<file path="src/rtl/alu_cmd_ctrl.sv">
// UART command sequencer: parses 9-byte frames (opcode, A LE, B LE) into ALU
// requests and streams the 32-bit result back LSB first. Bad opcodes reply ERR_BYTE.
module alu_cmd_ctrl #(
  parameter int unsigned TIMEOUT_CYCLES = 500000,
  parameter logic [7:0]  ERR_BYTE       = 8'hEE
) (
  input  logic        clk_i,
  input  logic        reset_i,
  input  logic [7:0]  s_axis_tdata_i,
  input  logic        s_axis_tvalid_i,
  output logic        s_axis_tready_o,
  output logic [7:0]  m_axis_tdata_o,
  output logic        m_axis_tvalid_o,
  input  logic        m_axis_tready_i,
  output logic        alu_valid_o,
  input  logic        alu_ready_i,
  output logic [2:0]  alu_op_o,
  output logic [31:0] alu_a_o,
  output logic [31:0] alu_b_o,
  input  logic        alu_result_valid_i,
  input  logic [31:0] alu_result_i,
  output logic        busy_o,
  output logic [7:0]  err_count_o
);
  localparam int unsigned   TW       = $clog2(TIMEOUT_CYCLES);
  localparam logic [TW-1:0] TMO_LAST = TW'(TIMEOUT_CYCLES - 1);

  typedef enum logic [2:0] {IDLE, RX_A, RX_B, ISSUE, WAIT_RES, TX, TX_ERR} state_t;

  state_t        state_q;
  logic [1:0]    idx_q;
  logic [TW-1:0] tmo_q;
  logic [2:0]    op_q;
  logic [31:0]   a_q, b_q, res_q;
  logic          s_ready_q, alu_valid_q, m_valid_q;
  logic [7:0]    m_data_q, err_q;

  logic          rx_fire, op_ok, rx_state, tmo_hit, err_event;
  logic [1:0]    idx_nxt;
  logic [7:0]    err_count_d;

  // All three channels move a beat on a rising clk_i edge where valid && ready;
  // a source holds valid and its payload unchanged until that edge.
  assign rx_fire     = s_axis_tvalid_i && s_ready_q;
  assign op_ok       = (s_axis_tdata_i <= 8'h05);
  assign rx_state    = (state_q == RX_A) || (state_q == RX_B);
  assign tmo_hit     = rx_state && !rx_fire && (tmo_q == TMO_LAST);
  assign err_event   = ((state_q == IDLE) && rx_fire && !op_ok) || tmo_hit;
  assign err_count_d = (err_event && (err_q != 8'hFF)) ? err_q + 8'd1 : err_q;
  assign idx_nxt     = idx_q + 2'd1;

  always_ff @(posedge clk_i or posedge reset_i) begin
    if (reset_i) begin
      state_q     <= IDLE;
      idx_q       <= '0;
      tmo_q       <= '0;
      op_q        <= '0;
      a_q         <= '0;
      b_q         <= '0;
      res_q       <= '0;
      s_ready_q   <= 1'b1;
      alu_valid_q <= 1'b0;
      m_valid_q   <= 1'b0;
      m_data_q    <= '0;
      err_q       <= '0;
    end else begin
      err_q <= err_count_d;
      case (state_q)
        IDLE: begin
          if (rx_fire) begin
            if (op_ok) begin
              op_q    <= s_axis_tdata_i[2:0];
              idx_q   <= '0;
              tmo_q   <= '0;
              state_q <= RX_A;
            end else begin
              s_ready_q <= 1'b0;
              m_valid_q <= 1'b1;
              m_data_q  <= ERR_BYTE;
              state_q   <= TX_ERR;
            end
          end
        end
        RX_A, RX_B: begin
          if (rx_fire) begin
            tmo_q <= '0;
            idx_q <= idx_nxt;
            if (state_q == RX_A) a_q[{idx_q, 3'b000} +: 8] <= s_axis_tdata_i;
            else                 b_q[{idx_q, 3'b000} +: 8] <= s_axis_tdata_i;
            if (idx_q == 2'd3) begin
              if (state_q == RX_A) begin
                state_q <= RX_B;
              end else begin
                s_ready_q   <= 1'b0;
                alu_valid_q <= 1'b1;
                state_q     <= ISSUE;
              end
            end
          end else if (tmo_hit) begin
            // Frame dropped silently; tready stays high for the next opcode.
            state_q <= IDLE;
          end else begin
            tmo_q <= tmo_q + TW'(1);
          end
        end
        ISSUE: begin
          if (alu_ready_i) begin
            alu_valid_q <= 1'b0;
            if (alu_result_valid_i) begin
              res_q     <= alu_result_i;
              m_valid_q <= 1'b1;
              m_data_q  <= alu_result_i[7:0];
              idx_q     <= '0;
              state_q   <= TX;
            end else begin
              state_q <= WAIT_RES;
            end
          end
        end
        WAIT_RES: begin
          if (alu_result_valid_i) begin
            res_q     <= alu_result_i;
            m_valid_q <= 1'b1;
            m_data_q  <= alu_result_i[7:0];
            idx_q     <= '0;
            state_q   <= TX;
          end
        end
        TX: begin
          if (m_axis_tready_i) begin
            if (idx_q == 2'd3) begin
              m_valid_q <= 1'b0;
              s_ready_q <= 1'b1;
              state_q   <= IDLE;
            end else begin
              idx_q    <= idx_nxt;
              m_data_q <= res_q[{idx_nxt, 3'b000} +: 8];
            end
          end
        end
        TX_ERR: begin
          if (m_axis_tready_i) begin
            m_valid_q <= 1'b0;
            s_ready_q <= 1'b1;
            state_q   <= IDLE;
          end
        end
        default: begin
          state_q <= IDLE;
        end
      endcase
    end
  end

  assign s_axis_tready_o = s_ready_q;
  assign m_axis_tvalid_o = m_valid_q;
  assign m_axis_tdata_o  = m_data_q;
  assign alu_valid_o     = alu_valid_q;
  assign alu_op_o        = op_q;
  assign alu_a_o         = a_q;
  assign alu_b_o         = b_q;
  assign busy_o          = (state_q != IDLE);
  assign err_count_o     = err_q;

endmodule

</file>
<file path="config.mk">
export PLATFORM = sky130hd
export DESIGN_NAME = alu_cmd_ctrl
export DESIGN_NICKNAME = d
export VERILOG_FILES = /design/src/rtl/alu_cmd_ctrl.sv
export SDC_FILE = /design/constraint.sdc
export NUM_CORES = 1
export LEC_CHECK = 0
export ABC_AREA = 1
export CAP_MARGIN = 10
export CORE_MARGIN = 2
export CORE_UTILIZATION = 55
export CTS_CLUSTER_DIAMETER = 40
export DETAILED_ROUTE_END_ITERATION = 10
export PLACE_DENSITY = 0.82
export SLEW_MARGIN = 20
export SYNTH_ARGS = -nofsm -noshare
export SYNTH_HDL_FRONTEND = slang
export SYNTH_SLANG_ARGS = --single-unit
</file>
<file path="constraint.sdc">
create_clock -name clk_i -period 9.5 [get_ports clk_i]
set_input_delay 1.425 -clock clk_i [delete_from_list [all_inputs] [get_ports clk_i]]
set_output_delay 1.425 -clock clk_i [all_outputs]
set_load 0.02 [all_outputs]
</file>
==> results of run 1 <==
==> synth_stat cells, types with 3 or more instances <==
master                     count  area [um^2]
sky130_fd_sc_hd__nand2_1     194        728.2
sky130_fd_sc_hd__dfrtp_1     141         3528
sky130_fd_sc_hd__nor2_1       74        277.8
sky130_fd_sc_hd__mux2_2       54        608.1
sky130_fd_sc_hd__inv_1        48        180.2
sky130_fd_sc_hd__nand3_1      48        240.2
sky130_fd_sc_hd__a21oi_1      29        145.1
sky130_fd_sc_hd__o21ai_0      23        115.1
sky130_fd_sc_hd__mux2_4       22        330.3
sky130_fd_sc_hd__o21ai_1      21        105.1
sky130_fd_sc_hd__nor3_1       19        95.09
sky130_fd_sc_hd__nand4_1      12        75.07
sky130_fd_sc_hd__xor2_1       11        96.34
sky130_fd_sc_hd__nor2_4       10        112.6
sky130_fd_sc_hd__clkbuf_1      8        30.03
sky130_fd_sc_hd__ha_1          7        87.58
sky130_fd_sc_hd__buf_2         5        25.02
sky130_fd_sc_hd__buf_6         5        56.30
sky130_fd_sc_hd__inv_2         4        15.01
sky130_fd_sc_hd__nand2_2       4        25.02
sky130_fd_sc_hd__clkinv_1      3        11.26
sky130_fd_sc_hd__nor2_2        3        18.77
==> state kept, by name, indices dropped and copies added (netlist names), 2 cells and up <==
| signal | count |
|---|---|
| alu_a_o | 32 |
| alu_b_o | 32 |
| alu_op_o | 3 |
| err_count_o | 8 |
| idx_q | 2 |
| m_axis_tdata_o | 8 |
| res_q | 32 |
| state_q | 3 |
| tmo_q | 19 |
==> metal layers <==
metal | vias up | part of all wire, % | track usage [%]
li1 | 2822 | - | -
met1 | 2899 | 42 | 35.36
met2 | 252 | 49 | 43.93
met3 | 47 | 5.7 | 6.202
met4 | 0 | 2.5 | 11.97
met5 | - | 0 | 0
==> worst paths after layout <==
kind / startpoint / to / slack (ns) / cells past startpoint
min in group asynchronous: reset_i / err_count_o[4] / 1.43 / 2
worst min-delay path: s_axis_tready_o / s_axis_tready_o / 0.48 / 2
max in group asynchronous: reset_i / res_q[30] / 6.98 / 3
worst max-delay path: s_axis_tvalid_i / tmo_q[1] / 5.97 / 8
worst max register to register: idx_q[0] / alu_a_o[22] / 6.26 / 8
worst min register to register: s_axis_tready_o / s_axis_tready_o / 0.48 / 2
==> layout make-up <==
type                       count  share of cell area (%)
clock buffer                  22                   5.255
clock inverter                10                   1.725
inverter                      56                   2.363
multi-input combinational    552                   35.20
sequential                   142                   38.58
tap                          172                   2.336
timing repair buffer         134                   14.54
==> through the flow <==
stage / util (%) / setup WS [ns]
floorplan: - / 4.267
global placement: 67.89 / 5.666
detailed placement: 67.89 / 5.605
CTS: 72.98 / 6.008
global route: 73.01 / 5.759
finish: 73.01 / 5.975
==> worst register-to-register path, cell delays in order, from the launching register on <==
cell	delay [ns]
sky130_fd_sc_hd__dfrtp_1	0.33
sky130_fd_sc_hd__buf_4	0.35
sky130_fd_sc_hd__inv_1	0.37
sky130_fd_sc_hd__ha_1	0.68
sky130_fd_sc_hd__clkinv_1	0.38
sky130_fd_sc_hd__nor2_1	0.25
sky130_fd_sc_hd__clkinv_1	0.27
sky130_fd_sc_hd__nor3_1	0.32
sky130_fd_sc_hd__mux2_2	0.22
==> power groups by stage <==
stage / combinational (W) / clock [W] / sequential (W)
6_report: 0.0000474 / 0.000722 / 0.000613
3_5_place_dp: 0.0000477 / 0 / 0.000624
4_1_cts: 0.0000483 / 0.000731 / 0.000613
5_1_grt: 0.0000528 / 0.000756 / 0.000614
3_3_place_gp: 0.0000472 / 0 / 0.000624
2_1_floorplan: 0.0000204 / 0 / 0.000623
==> kinds of logic after synthesis <==
logic type,share of synthesized area (%)
DFF,49.81
muxes,13.15
xor gates and xnor gates,1.473
buffers and inverters,4.751
adders and majority gates,1.227
AOI/OAI and AO/OA,5.856
and+or+nand+nor,23.74
==> results by stage, run 1 <==
Power:
- The total net switching power is 0.0002826 W.
- The power share of the combinational group is roughly 3.4%.
- The overall power of the completed layout is about 0.0014 W.
- In this run, the clock network consumes 52.2% of the power.
- The static leakage is 4.407 nW.
- The internal portion of the total power is 0.001100 W.
- Sequential cells account for 44.3% of the total power.
- The worst vdd rail ir drop is approximately 0.15 mV.
- Of the total power, the share spent switching nets is between 20% and 30%.
- Dividing total power by cell area gives a power density of 150.1 nW/um^2.

Yosys:
- The count of distinct cell types in the synthesized netlist is 38.
- Of the synthesized area, sequential elements account for 49.81%.
- The number of synthesized register bits is 142.
- The number of enable-type register cells in the synthesized netlist is 0.
- In the synthesized netlist the async set-or-reset flop fraction comes to 100.0%.
- The flip-flop cell with the highest count after synthesis is sky130_fd_sc_hd__dfrtp_1.
- Synthesis produced a netlist with a net count of 823.
- Synthesis produced a netlist whose cell count is 770.
- The synthesized area is 7137 um^2.
- The total of warnings raised by yosys is 0.
- After synthesis, the mean cell area works out to 9.269 um^2.

GRT:
- Global routing consumed, over all layers together, 27.26% of the routing resources.
- The pin count of the biggest net entering global routing is 82.
- The first-pass GRT wire length is 30060 um.
- The final global-route overflow total is 0.
- The number of antenna violations at the first check in global routing was 0.
- The via count of the first global-routing pass came to ~6000.

STA:
- The achievable frequency is 0.2837 GHz.
- Hold timing on the final database bottoms out at a slack of 0.4792 ns.
- The number of slew-limit violations in the final report came to 0.
- The post-route clock period utilization is 37.11%.
- The final sum of negative setup slack is 0 ns.
- The smallest clock period supported by the final layout is computed as 3.525 ns.
- The final hold violation count is 0.
- The number of failing setup endpoints in the final timing report is 0.
- Setup repair after global routing left no endpoint under its margin.
- The worst setup skew after layout is 0.008485 ns.
- The worst pin sits at a relative slew slack of approximately half.
- For the pin with the worst max-slew slack, the measured transition is 0.7260 ns.

Clocking:
- The sink count of the clock tree is 142.
- The number of buffers added to fix hold violations after cts is 0.
- The H-tree was split into 4 levels.
- Once the clock tree was built, the resizer swapped 0 gates to a different size.
- The total CTS buffers is 17.
- The clock latency on the worst-skew pair is roughly 0.43 ns.
- Clock-pin slew was measured on the worst setup and hold paths at approximately 0.060 ns.
- The TritonCTS clock tree is done.
- The maximum clock path buffer count is 2.
- The buffer count from post-CTS setup fixing is 0.
- The root buffer cell chosen for the clock tree is sky130_fd_sc_hd__clkbuf_16.

Critical path:
- The cell family contributing the most delay on the critical path is simple AND/OR/NAND/NOR gates.
- The element type at the critical path start is a primary input.
- For the worst setup path, the data arrival time is between 3 and 4 ns.
- The element type at the critical path end is a register.
- The most numerous cell type found on the critical path is sky130_fd_sc_hd__nand2_1.
- The number of buffers and inverters on the critical path is 3.
- The critical path start-end classification is in -> reg.
- The worst path required time is ~10 ns.
- The highest-delay cell along the critical path is sky130_fd_sc_hd__inv_1.
- In this run the worst path has a maximum fanout of 21.
- The maximum single-stage delay on the critical path is 0.56 ns.
- Traced cell by cell, the critical path runs through clkdlybuf4s50_1, nand2_1, inv_1, nand3_1, nand2_2, inv_2, nand2_1, nand2_1.

Outcome:
- The flow ran to the end, and the final reports show no timing, DRC or antenna violations.

Layout:
- Registers take ~3600 um^2.
- The fraction of final layout cells with drive strength greater than 1 is 15.50%.
- The area of the multi-input gates is 3243 um^2.
- In the layout the commonest cells are sky130_fd_sc_hd__nand2_1 (194), sky130_fd_sc_hd__dfrtp_1 (141), sky130_fd_sc_hd__clkdlybuf4s50_1 (132).
- The post-route cell area is ~9200 um^2.
- The filler cells instantiated in the layout total slightly above 900.
- The library cell used most frequently in the layout, excluding fill and tap cells, is sky130_fd_sc_hd__nand2_1.
- The repair_antennas step left the layout with diodes totalling 0.
- Compared with the post-synthesis result, the final layout area differs by 29.10%.
- After the last flow step, the layout net total stands at 956.
- The number of standard cells in the final layout excluding fillers is 1088.

Drt:
- The final layout contains routed wiring with a total length of 18150 um.
- The first detailed-routing pass ran for 5 iterations.
- The count of nets left with antenna violations once routing finished came out at 0.
- The wire length per cell after detailed routing is 16.68 um.
- The iteration-0 DRC count of the detailed router is between 400 and 500.
- The post-route DRC violation count is 0.
- The detailed router placed 6020 vias in this run.
- After detailed routing, the number of vias per cell comes to between 5 and 6.

Placement:
- The detailed placement HPWL is ~13000 um.
- The number of cells after detailed placement is 1056.
- At the end of routability-driven placement, the weighted congestion stood at between 0.8 and 0.9.
- The post-detailed-placement cell area is approximately 8600 um^2.
- The port buffer count is 132.

Floorplanning:
- After floorplanning, the core was sized to cover 12620 um^2.
- The initial standard-cell utilization of the core is 56.55%.
- The die width is about 120 um.
- For this design the top-level I/O count stands at 133.
- The number of cell rows is 41.
- The floorplan die height is 117.9 um.
- The floorplan step defined a die boundary enclosing 13900 um^2.

Job:
- Across the run, the number of max-cap violations was 0.

Hold path:
- The tightest min-delay check is of the reg -> reg type.
No activity file was read; power rests on OpenSTA's default activity.
==> run 2: changes to the inputs <==
CORE_UTILIZATION = 53   (was 55)
PLACE_DENSITY = 0.79   (was 0.82)
clock period = 3.49 ns   (was 9.5 ns; I/O delays follow)
==> run 2 against run 1 <==
Routed wire length down 1.2%. Largest cell class unchanged. Utilization fell by 3.0 points. Sequential share of layout area shrank 0.063 points. Non-clock buffer count increased by 2. Critical path depth down 1. Cell area up 0.16%. Clock skew fell by 0.0010 ns. Combinational power rose to 2.7 times the previous value. First-iteration DRC count shrank 4.2%. Clock power increased to 2.7 times the previous value. Via count is 1.6% lower.
==> results by stage, run 2 (synthesis gave the netlist of run 1 again) <==
Outcome:
- The flow ran to the end, and the final reports show no timing, DRC or antenna violations.

GRT:
- The number of antenna violations at the first check in global routing is 0 (unchanged).
- The first-pass GRT wire length is 29660 um (-1.3%).
- The via count of the first global-routing pass came to 6013 (-0.18%).
- The global routing usage summed across all routing layers is 26.32% (-0.94 points).
- The pin count of the biggest net entering global routing is 143 (+74%).
- The final global-route overflow total is 0 (unchanged).

Power:
- The switching share of power is 20.14% (-0.29 points).
- The portion of total power attributed to sequential cells is 44.8% (+0.5 points).
- The share of power burned in the clock network is 51.7% (-0.5 points).
- The power per standard cell area is 404.1 nW/um^2 (+170%).
- The design internal power came to 0.002979 W (+170%).
- The worst vdd rail ir drop is 0.3876 mV (+150%).
- The power share of the combinational group came to 3.5% (about the same).
- The static leakage is 4.414 nW (+0.16%).
- The total net switching power is 0.0007511 W (+170%).

STA:
- The post-route clock period utilization is 77.84%.
- The time the final worst path needs with I/O delays and setup is 2.717 ns.
- Setup repair after global routing left no endpoint under its margin.
- The hold slack is 0.4703 ns (-0.008908 ns).
- The tightest slew margin relative to the limit is 50.05% (-1.5 points).
- Based on the critical path, the design can be clocked at up to approximately 0.37 GHz.
- The final sum of negative setup slack is 0 ns (unchanged).
- The number of failing setup endpoints in the final timing report is 0 (unchanged).
- The slew at the pin closest to its max-slew limit came to 0.7492 ns (+0.02324 ns).
- The worst setup skew after layout is 0.007461 ns (-0.001024 ns).
- The final hold violation count is 0 (unchanged).
- The number of slew-limit violations in the final report is 0 (unchanged).

Hold path:
- The worst min-delay path startpoint is s_axis_tready_o.
- In this run the worst hold path is classified as reg -> reg.

Clocking:
- The clock transition at the registers of the reported paths is 0.06 ns (about the same).
- The number of buffers added to fix hold violations after cts was 0 (unchanged).
- The sink count of the clock tree is 142 (unchanged).
- The clock latency on the worst-skew pair is 0.42 ns (about the same).
- The count of cells resized by post-cts repair is 0 (unchanged).
- TritonCTS built the clock tree.
- The maximum clock path buffer count is 2 (unchanged).
- The buffer count from post-CTS setup fixing is 0 (unchanged).
- The deepest level of the CTS H-tree was 4 (unchanged).
- The buffer type at the clock tree root is sky130_fd_sc_hd__clkbuf_16.
- The total CTS buffers is 17 (unchanged).

Floorplanning:
- The die outline area is 14410 um^2 (+3.6%).
- The initial standard-cell utilization of the core was 54.11% (-2.4 points).
- The number of placed I/O pins is 133 (unchanged).
- The number of cell rows came to 42 (+2.4%).
- The floorplan die height is 120.0 um (+1.8%).
- The core box area is 13190 um^2 (+4.5%).
- The die width is 120.0 um (+1.8%).

Critical path:
- The setup path with the least slack is of type reg -> reg.
- The element type at the critical path start is a register.
- The element type at the critical path end is a register.
- The maximum fanout along the worst path was 17 (-19%).
- The start point of the critical path is idx_q[0].
- The reg-to-reg critical path startpoint is idx_q[0].
- The worst path required time is 3.85 ns (-5.96 ns).
- The critical path arrival is 3.08 ns (-0.76 ns).

Drt:
- The via count normalized by instance count is 5.419 (-2.1%).
- The number of search-and-repair iterations in the first detailed-routing pass is 5 (unchanged).
- The wire length per cell after detailed routing was 16.40 um (-1.6%).
- The routed via count is 5923 (-1.6%).
- The number of nets with antenna violations after detailed routing is 0 (unchanged).
- The post-route DRC violation count was 0 (unchanged).
- The iteration-0 DRC count of the detailed router is 414 (-4.2%).
- The post-detailed-routing wire length is 17930 um (-1.2%).

Layout:
- The total number of nets in the final design is 958 (+0.21%).
- The fraction of final layout cells with drive strength greater than 1 was 15.49% (-0.017 points).
- The library cell used most frequently in the layout, excluding fill and tap cells, is sky130_fd_sc_hd__nand2_1.
- The area growth from synthesis to layout is 29.31%.
- The post-route cell area came to 9229 um^2 (+0.16%).
- The top cell types in the final layout, fill and taps aside, are sky130_fd_sc_hd__nand2_1 (194), sky130_fd_sc_hd__dfrtp_1 (141), sky130_fd_sc_hd__clkdlybuf4s50_1 (132).
- The total inserted antenna cells is 0 (unchanged).

Placement:
- The detailed placement HPWL was 12480 um (-0.34%).
- The port buffer count was 132 (unchanged).
- The global placement routability congestion is 0.9184 (+2.5%).
- The post-detailed-placement cell area is 8598 um^2 (+0.37%).

Job:
- The reported max-cap violation count is 0 (unchanged).
[run 2: cell count changes in the layout (fill, tap and decap cells not counted)]
cell,previous run,this run
sky130_fd_sc_hd__buf_12,0,1
sky130_fd_sc_hd__buf_4,1,3
sky130_fd_sc_hd__buf_6,1,0
sky130_fd_sc_hd__clkbuf_1,1,2
sky130_fd_sc_hd__clkbuf_8,4,3
sky130_fd_sc_hd__clkinv_2,3,2
sky130_fd_sc_hd__clkinv_4,1,2
sky130_fd_sc_hd__clkinvlp_4,2,1
[run 2: layer usage]
metal,GRT usage [%],share of wire (%),up-vias
li1,-,-,2815
met1,33.82,43,2863
met2,42.86,49,208
met3,5.656,5.4,37
met4,11.84,2.5,0
met5,0,0,-
[run 2: path summary, 6_finish.rpt]
check                      slack, ns  cells after the start         endpoint
setup / recovery                0.77                      7      alu_a_o[18]
hold / removal                  0.47                      2  s_axis_tready_o
setup reg to reg                0.77                      7      alu_a_o[18]
hold reg to reg                 0.47                      2  s_axis_tready_o
max in group asynchronous       2.29                      3      alu_b_o[14]
min in group asynchronous       0.66                      3        tmo_q[12]
[run 2: worst max-delay path, stage by stage, from the launching register on]
cell and delay, ns:
sky130_fd_sc_hd__dfrtp_1 0.37, sky130_fd_sc_hd__inv_1 0.42, sky130_fd_sc_hd__ha_1 0.49, sky130_fd_sc_hd__clkinv_1 0.36
sky130_fd_sc_hd__nor2_1 0.22, sky130_fd_sc_hd__clkinv_1 0.26, sky130_fd_sc_hd__nor3_1 0.30, sky130_fd_sc_hd__mux2_2 0.21
[run 2: through the flow]
| step | setup WS, ns | instances | power (W) | util [%] |
|---|---|---|---|---|
| 2_1_floorplan | 1.190 | 770 | 0.001752 | - |
| 3_3_place_gp | 0.8717 | 1062 | 0.001829 | 65.19 |
| 3_5_place_dp | 0.7887 | 1062 | 0.001831 | 65.19 |
| 4_1_cts | 0.7879 | 1093 | 0.003751 | 69.97 |
| 5_1_grt | 0.5871 | 1093 | 0.003851 | 69.97 |
| 6_report | 0.7733 | 1093 | 0.003730 | 69.97 |
[run 2: cell type report]
cell class                 count  area (um^2)
tap                          176        220.2
timing repair buffer         136         1364
inverter                      56        216.5
clock inverter                 9        156.4
multi-input combinational    552         3243
sequential                   142         3555
fill                        1012         3961
clock buffer                  22        474.2
[run 2: power groups by stage]
stage / clock (W) / combinational, W / sequential, W
final: 0.00193 / 0.000130 / 0.00167
after global routing: 0.00204 / 0.000145 / 0.00167
after CTS: 0.00195 / 0.000133 / 0.00167
after detailed placement: 0 / 0.000132 / 0.00170
after global placement: 0 / 0.000131 / 0.00170
after floorplan: 0 / 0.0000559 / 0.00170
